File: config.mk
export PLATFORM = sky130hd
export DESIGN_NAME = mux_nto1_hs
export DESIGN_NICKNAME = d
export VERILOG_FILES = /design/src/rtl/mux_nto1_hs.sv
export SDC_FILE = /design/constraint.sdc
export NUM_CORES = 1
export LEC_CHECK = 0
export CORE_MARGIN = 2
export CORE_UTILIZATION = 57
export CTS_CLUSTER_DIAMETER = 40
export DETAILED_ROUTE_END_ITERATION = 12
export DONT_BUFFER_PORTS = 1
export MAX_ROUTING_LAYER = met4
export PLACE_DENSITY = 0.82
export SYNTH_ARGS = -nofsm -noshare
export SYNTH_HDL_FRONTEND = slang
export SYNTH_SLANG_ARGS = --single-unit
File: constraint.sdc
create_clock -name CLK -period 3.66 [get_ports CLK]
set_input_delay 0.915 -clock CLK [delete_from_list [all_inputs] [get_ports CLK]]
set_output_delay 0.915 -clock CLK [all_outputs]
set_load 0.03 [all_outputs]
File: src/rtl/mux_nto1_hs.sv
`default_nettype none
// ============================================================================
// Module   : mux_nto1_hs
// Brief    : Registered N:1 mux with valid/ready handshake, fixed or
//            round-robin select. Optional Y_PAR output via MUX_PARITY_EN.
// Revision : 1.0 - initial release
// ============================================================================
module mux_nto1_hs #(
    parameter int WIDTH = 8,
    parameter int N     = 4,
    parameter int SEL_W = 2
) (
    input  logic               CLK,
    input  logic               RST_N,
    input  logic [N*WIDTH-1:0] I,
    input  logic [N-1:0]       I_VALID,
    output logic [N-1:0]       I_READY,
    input  logic [SEL_W-1:0]   S,
    input  logic               MODE,
    output logic [WIDTH-1:0]   Y,
    output logic [SEL_W-1:0]   Y_CH,
    output logic               Y_VALID,
    input  logic               Y_READY
`ifdef MUX_PARITY_EN
    ,
    output logic               Y_PAR
`endif
);

    localparam logic [SEL_W:0]   c_num_ch = (SEL_W+1)'(N);
    localparam logic [SEL_W-1:0] c_last   = SEL_W'(N-1);

    logic [WIDTH-1:0] r_y;
    logic [SEL_W-1:0] r_y_ch;
    logic             r_y_valid;
    logic [SEL_W-1:0] r_ptr;

    logic             w_load_en;
    logic             w_rr_hi_ok;
    logic             w_rr_lo_ok;
    logic [SEL_W-1:0] w_rr_hi;
    logic [SEL_W-1:0] w_rr_lo;
    logic             w_rr_ok;
    logic [SEL_W-1:0] w_rr_grant;
    logic [SEL_W-1:0] w_grant;
    logic             w_gnt_ok;
    logic [WIDTH-1:0] w_data;
    logic             w_xfer;
    logic [SEL_W-1:0] w_ptr_next;

    assign w_load_en = !r_y_valid || Y_READY;

    // Round-robin: lowest valid index at/above PTR wins, else lowest below PTR.
    always_comb begin
        w_rr_hi_ok = 1'b0;
        w_rr_lo_ok = 1'b0;
        w_rr_hi    = '0;
        w_rr_lo    = '0;
        for (int k = N-1; k >= 0; k--) begin
            if (I_VALID[k]) begin
                if (SEL_W'(k) >= r_ptr) begin
                    w_rr_hi_ok = 1'b1;
                    w_rr_hi    = SEL_W'(k);
                end else begin
                    w_rr_lo_ok = 1'b1;
                    w_rr_lo    = SEL_W'(k);
                end
            end
        end
    end

    assign w_rr_ok    = w_rr_hi_ok || w_rr_lo_ok;
    assign w_rr_grant = w_rr_hi_ok ? w_rr_hi : w_rr_lo;
    assign w_grant    = MODE ? w_rr_grant : S;
    assign w_gnt_ok   = MODE ? w_rr_ok : ({1'b0, S} < c_num_ch);

    always_comb begin
        I_READY = '0;
        w_data  = '0;
        for (int k = 0; k < N; k++) begin
            if (w_grant == SEL_W'(k)) begin
                I_READY[k] = RST_N && w_load_en && w_gnt_ok;
                w_data     = I[k*WIDTH +: WIDTH];
            end
        end
    end

    assign w_xfer     = |(I_VALID & I_READY);
    assign w_ptr_next = (w_grant == c_last) ? '0 : w_grant + SEL_W'(1);

    always_ff @(posedge CLK or negedge RST_N) begin
        if (!RST_N) begin
            r_y       <= '0;
            r_y_ch    <= '0;
            r_y_valid <= 1'b0;
            r_ptr     <= '0;
        end else if (w_xfer) begin
            r_y       <= w_data;
            r_y_ch    <= w_grant;
            r_y_valid <= 1'b1;
            if (MODE) begin
                r_ptr <= w_ptr_next;
            end
        end else if (Y_READY) begin
            r_y_valid <= 1'b0;
        end
    end

    assign Y       = r_y;
    assign Y_CH    = r_y_ch;
    assign Y_VALID = r_y_valid;

`ifdef MUX_PARITY_EN
    logic r_par;

    always_ff @(posedge CLK or negedge RST_N) begin
        if (!RST_N) begin
            r_par <= 1'b0;
        end else if (w_xfer) begin
            r_par <= ^w_data;
        end
    end

    assign Y_PAR = r_par;
`endif

endmodule
`default_nettype wire

==> results summary, run 1 <==
At the placement stage, the worst setup path has a slack of about 0.29 ns. The height of the die is 46.4 um. The per-instance average area after synthesis is between 9 and 10 um^2. By area the synthesized netlist is led by dfrtp_1 (32%), mux2_4 (12%), o31ai_1 (6.6%). Entering global routing, the biggest net connects 18 pins. The number of pins with negative max-slew slack in the final report was 0.

The clock latency of the later-clocked register in the worst-skew pair came out at around 0.28 ns. The clock period minus worst slack came out at around 3.4 ns. The worst register-to-register path begins at r_ptr[0]. In this run the post-CTS setup repair buffer count came out at 0.

The post-synth net total came out at 152. The power density normalized to cell area is 715 mW/mm^2. The count of max-cap constraint violations is 0. The gate count of the mapped netlist is roughly 110. The maximum VDD drop is between 0.3 and 0.4 mV. The overall fraction of global-route tracks in use is 22.4%.

The number of detailed-routing iterations run before antenna repair is 4. The type of the worst setup path is in -> out. The number of I/O pins came out at 57. The master cell of the clock root buffer is clkbuf_4. The final count of hold timing violations is 0. The distinct cell type count of the synthesized netlist came out at 26. In the final timing run, aggregate negative setup slack is 0 ns.

Setup repair after global routing left no endpoint under its margin. For the worst setup path, the data required time is approximately 2.7 ns. The clock net in this run drives a total of 13 sinks.

The sequential cell area is 325 um^2. The placed instance count is 128. The initial antenna violation count is 0.

The worst setup path is captured at an output pin. The final non-filler cell total is roughly 130. The port buffer count is 0.

The register clock-pin slew on the reported worst setup and hold paths came out at about 0.080 ns. Dividing the detail-routed wire length by the instance count gives 17.2 um. The met3 track demand over resource in global routing came out at 7.06%. The repair_antennas step left the layout with diodes totalling 0. The proportion of synthesized chip area in sequential cells is 31.7%. The number of flops mapped to enable cells by yosys came out at 0. The ratio of final minimum period to clock period is 91.9%. The via count of the first global-routing pass is 750.

The area share of the leading cell type in the synthesized netlist came out at 31.7%. The residual DRC count came out at 0. The type of element launching the critical path is a primary input.

The highest clock frequency the design can meet is 297 MHz. Once the floorplan was initialized, standard cells occupied about 60% of the core. The starting DRC count in detailed routing came out at 13. The number of synthesized register bits came out at 13. The met1 track utilization from global routing is 24.8%. The die area came out at 0.00215 mm^2. The count of endpoints failing setup in the final report came out at 0. The number of H-tree branching levels is 1. The estimated wirelength of the detail-placed design came out at around 1.8 mm.

In the synthesized netlist the dominant register cell turns out to be dfrtp_1. The final route contains 814 vias. The number of cells upsized or downsized after cts is 0. Measured against its own limit, the worst slew margin works out to 53.8%. From synthesis to final layout, the design area changed by 4.03%.

The placeable core region is approximately 0.0017 mm^2. The post-route clock skew is 0.000752 ns. The via density per instance came out at 6.17. The combined area of all synthesized cells is 0.00102 mm^2.

The floorplan has 15 rows. The setup check on the worst reg-to-reg path leaves a slack of ~0.90 ns. The maximum number of buffers from clock root to sink is 2. The biggest area contributor in the post-synthesis netlist is dfrtp_1. The final routed wirelength across all metal layers is approximately 2.3 mm. The signal arrival time at the worst endpoint came out at between 2 and 2.5 ns. Ranked by instance count, the synthesized netlist is headed by dfrtp_1 (13), nand2_1 (11), o31ai_1 (9). The number of hold buffers added after CTS is 0.

The async set or reset register ratio after synthesis is 100%. The number of buffers created by CTS came out at 3. The area of the multi-input gates came out at 638 um^2. The post-route netlist has 18.7% of its cells at a drive strength greater than 1.

The transition time of the tightest slew-check pin is just under 0.7 ns. The maximum fanout along the worst path came out at 6. The worst setup margin is between 0.2 and 0.3 ns. The flow ran to the end, and the final reports show no timing, DRC or antenna violations. TritonCTS built the clock tree. The horizontal extent of the die came out at about 46 um. The standby leakage power came out at 0.478 nW. The overflow left after global routing is 0. For this run, global-route usage on met2 was measured as 36.4%. The congestion estimate from routability-driven global placement came to between 0.8 and 0.9. In the post-synthesis netlist, the cell with the most instances is dfrtp_1. The count of cells along the worst register-to-register path is 9. The routing layer with the top usage in global route is met2. The wire length of the first global-routing pass came out at 3.33 mm. Once detail routing completed, the nets flagged for antenna violations numbered 0. The filler cells instantiated in the layout total 142. The class of the tightest hold or removal check is in -> async. Yosys printed 0 warnings. The worst register-to-register path ends at Y[1]. At the end of the flow, the number of nets in the layout was 154.
-- routing by layer --
metal	vias to the layer above	routed length, um
met5	-	0
met4	0	40
met3	4	204
met2	34	1140
met1	384	889
li1	392	-
-- how the worst max path moves through the flow --
stage | start | endpoint | slack (ns) | cells past startpoint
6_report | I_VALID[3] | I_READY[1] | 0.30 | 5
5_1_grt | I_VALID[3] | I_READY[1] | 0.19 | 5
4_1_cts | I_VALID[3] | I_READY[1] | 0.29 | 5
3_5_place_dp | I_VALID[3] | I_READY[1] | 0.29 | 5
3_3_place_gp | I_VALID[3] | I_READY[1] | 0.35 | 5
2_1_floorplan | I_VALID[1] | I_READY[3] | 0.14 | 7
-- critical path: stages --
cell	delay (ns)
nand2b_1	0.07
a21boi_0	0.10
o32ai_1	0.65
ha_1	0.37
and2_1	0.35
-- power by group --
part	internal, mW	switching (mW)
clock network	0.0424	0.0484
registers	0.209	0.163
logic	0.165	0.134
-- final cells by class --
class                           instances  share of cell area [%]
Multi-Input combinational cell         81                    59.9
Inverter                                6                    2.11
Tap cell                               25                    2.93
Clock buffer                            4                    2.46
Timing Repair Buffer                    3                    2.11
Sequential cell                        13                    30.5
-- kinds of logic (layout without fill, tap and decap cells) --
| logic type | count (synthesis) | in the layout | share of synthesized area, % |
|---|---|---|---|
| and+or+nand+nor | 33 | 33 | 18.1 |
| DFF | 13 | 13 | 31.7 |
| muxes | 11 | 11 | 15.0 |
| AOI/OAI and AO/OA | 33 | 33 | 24.3 |
| adders and majority gates | 4 | 4 | 4.88 |
| buffers and inverters | 12 | 13 | 5.98 |
-- state kept, by name, summed over array words and instances (netlist names) --
signal and flops:
Y_CH 2, Y 8, r_ptr 2, Y_VALID 1
-- cells in the final DEF, fill, tap and decap left out --
master    netlist  final
dfrtp_1        13     13
nand2_1        11     11
o31ai_1         9      9
nor2b_1         8      8
mux2_4          8      8
a221oi_1        7      7
inv_1           6      6
nand2b_1        5      5
a21oi_1         5      5
and2_1          4      4
ha_1            4      4
o21ai_0         3      3
mux2_2          3      3
clkbuf_4        0      3
buf_4           0      3
o211ai_1        2      2
a22oi_1         2      2
nor2_1          2      2
a21boi_0        1      1
o32ai_1         1      1
or4b_4          1      1
o211a_4         1      1
nand2_4         1      1
nor3_1          1      1
a21o_1          1      1
a22o_1          1      1
clkbuf_1        5      1
-- through the flow --
stage / utilization (%) / power (mW) / cell area, um^2 / hold slack, ns
2_1_floorplan: - / 0.627 / 1020 / 0.500
3_3_place_gp: 60.9 / 0.665 / 1040 / 0.549
3_5_place_dp: 60.9 / 0.677 / 1040 / 0.556
4_1_cts: 62.4 / 0.768 / 1070 / 0.315
5_1_grt: 62.4 / 0.813 / 1070 / 0.301
6_report: 62.4 / 0.762 / 1070 / 0.318
Power figures use the tool's default switching activity.
==> inputs of run 2 (changes only) <==
Settings changed: CORE_MARGIN 2 to 5, MAX_ROUTING_LAYER met4 to default, PLACE_DENSITY 0.82 to 0.72.
==> results summary, run 2 (synthesized netlist as in run 1, its figures left out) <==
The routed wirelength normalized by instance count is 18.8 um (+9.1%). The library cells used most frequently in the layout, excluding fill and tap cells, are dfrtp_1 (13), nand2_1 (11), o31ai_1 (9). The ratio of final minimum period to clock period is 91.3% (-0.59 points). The number of detailed-routing iterations run before antenna repair is 4 (unchanged). The transition time of the tightest slew-check pin is 0.595 ns (-0.0953 ns). The height of the die came out at 52.4 um (+13%). The tightest slew margin relative to the limit came out at 60.0% (+6.2 points).

The layout overhead on the synthesized area is 4.03% (unchanged). The signal arrival time at the worst endpoint is 2.43 ns (-0.02 ns). The power density normalized to cell area is 720 mW/mm^2 (+0.81%).

The end-of-flow core utilization is 61.7% (-0.68 points). The residual DRC count came out at 0 (unchanged). The total power draw came out at 0.768 mW (+0.81%).

The initial antenna violation count came out at 0 (unchanged). The number of buffers created by CTS came out at 3 (unchanged). The maximum VDD drop is 0.395 mV (+24%).

The number of antenna repair diodes is 0 (unchanged). The largest net degree at the start of global routing is 18 (unchanged). The clock tree from TritonCTS is done. The number of cells upsized or downsized after cts came out at 0 (unchanged). The post-route clock skew is 0.00563 ns (+0.00487 ns). The count of clock tree sinks is 13 (unchanged). The final count of hold timing violations came to 0 (unchanged). The number of I/O pins came to 57 (unchanged). The starting density of the core was 59.3% (-0.65 points).

The estimated wirelength of the detail-placed design is 1.97 mm (+6.7%). The final non-filler cell total is 132 (unchanged). The count of vias placed by the detailed router came to 826 (+1.5%).

The number of nets in the layout was 154 (unchanged). The count of max-cap constraint violations is 0 (unchanged). The register clock-pin slew on the reported worst setup and hold paths came to 0.08 ns (about the same). The required arrival time at the worst endpoint came to 2.74 ns (about the same). The count of endpoints failing setup in the final report came out at 0 (unchanged). The post-CTS repair timing setup buffer count came out at 0 (unchanged). The clock period minus worst slack is 3.34 ns (-0.0214 ns). The placeable core region came out at 0.00173 mm^2 (+1.1%).

The final non-filler cell area is 0.00107 mm^2 (unchanged). The die area came out at 0.00275 mm^2 (+28%). The worst hold-check slack is 0.319 ns (+0.000522 ns). The horizontal extent of the die came out at 52.4 um (+13%). The final routed wirelength across all metal layers came out at 2.48 mm (+9.1%). The placed instance count came to 128 (unchanged). The weighted congestion reported at the end of routability-driven placement came out at 0.847 (+0.52%).

The standby leakage power came out at 0.478 nW (about the same). STA classifies the critical path startpoint as a primary input. The number of pins with negative max-slew slack in the final report is 0 (unchanged).

The via count of the first global-routing pass came out at 801 (+6.8%). The post-detailed-route count of antenna-violating nets came out at 0 (unchanged). The overall fraction of global-route tracks in use came to 18.7% (-3.8 points). The min-delay analysis places its worst path in the category in -> async. The instance area after placement came out at 0.00104 mm^2 (unchanged).

The most common cell after layout, fill and taps aside is dfrtp_1. The number of H-tree branching levels came out at 1 (unchanged). The master cell of the clock root buffer is clkbuf_4.

The maximum number of buffers from clock root to sink was 2 (unchanged). The share of layout cells above drive strength 1 came to 18.7% (unchanged). The via density per instance was 6.26 (+1.5%).

The starting DRC count in detailed routing is 29 (+16). The endpoint class of the critical path is an output pin. The number of flip-flops in the largest register is 8 (unchanged). The wire length of the first global-routing pass is 3.85 mm (+16%). The flow ran to the end, and the final reports show no timing, DRC or antenna violations. The number of hold buffers added after CTS came out at 0 (unchanged). The overflow left after global routing came out at 0 (unchanged). The setup slack after placement came to 0.262 ns (-0.0263 ns).

The number of rows created at floorplan came out at 15 (unchanged). The final setup TNS is 0 ns (unchanged). The critical path in this run is classified as in -> out.

The maximum fanout along the worst path came out at 7 (+1). The clock latency of the later-clocked register in the worst-skew pair came to 0.28 ns (about the same). The port buffer count is 0 (unchanged). The highest clock frequency the design can meet is 299 MHz (+0.64%). Setup repair after global routing left no endpoint under its margin. The worst setup margin came out at 0.318 ns (+0.0214 ns).
-- run 2: cell counts in the layout (fill, tap and decap cells not counted) --
No cell type changed its count.
-- run 2: power by group --
part	switching [mW]	internal, mW	total (mW)
clock network	0.0464	0.0423	0.0887
logic	0.141	0.166	0.306
registers	0.164	0.209	0.373
total	0.351	0.417	0.768
-- run 2: area by class of cell --
type | count | area [um^2]
multi-input cells | 81 | 638
repair buffers | 3 | 22.5
inverters | 6 | 22.5
clock buffers | 4 | 26.3
flip-flops and latches | 13 | 325
fillers | 160 | 661
well taps | 25 | 31.3
-- run 2: final timing paths --
path                       slack, ns       start          to  cells past startpoint
max in group asynchronous       3.27       RST_N        Y[7]                      0
min in group CLK                0.60    r_ptr[0]    r_ptr[0]                      2
min reg2reg                     0.60    r_ptr[0]    r_ptr[0]                      2
min                             0.32       RST_N        Y[3]                      0
max                             0.32  I_VALID[1]  I_READY[2]                      5
max reg2reg                     0.75    r_ptr[1]        Y[0]                     10
-- run 2: routing by layer --
metal	up-vias	global-route usage, %	wire length (um)
li1	389	-	-
met1	392	23.7	990
met2	43	29.8	1220
met3	2	7.98	263
met4	0	2.55	11
met5	-	0	0
-- run 2: worst max-delay path: stages --
cell and delay, ns:
o211ai_1 0.16, a21oi_1 0.09, o31ai_1 0.54, ha_1 0.36
and2_1 0.35
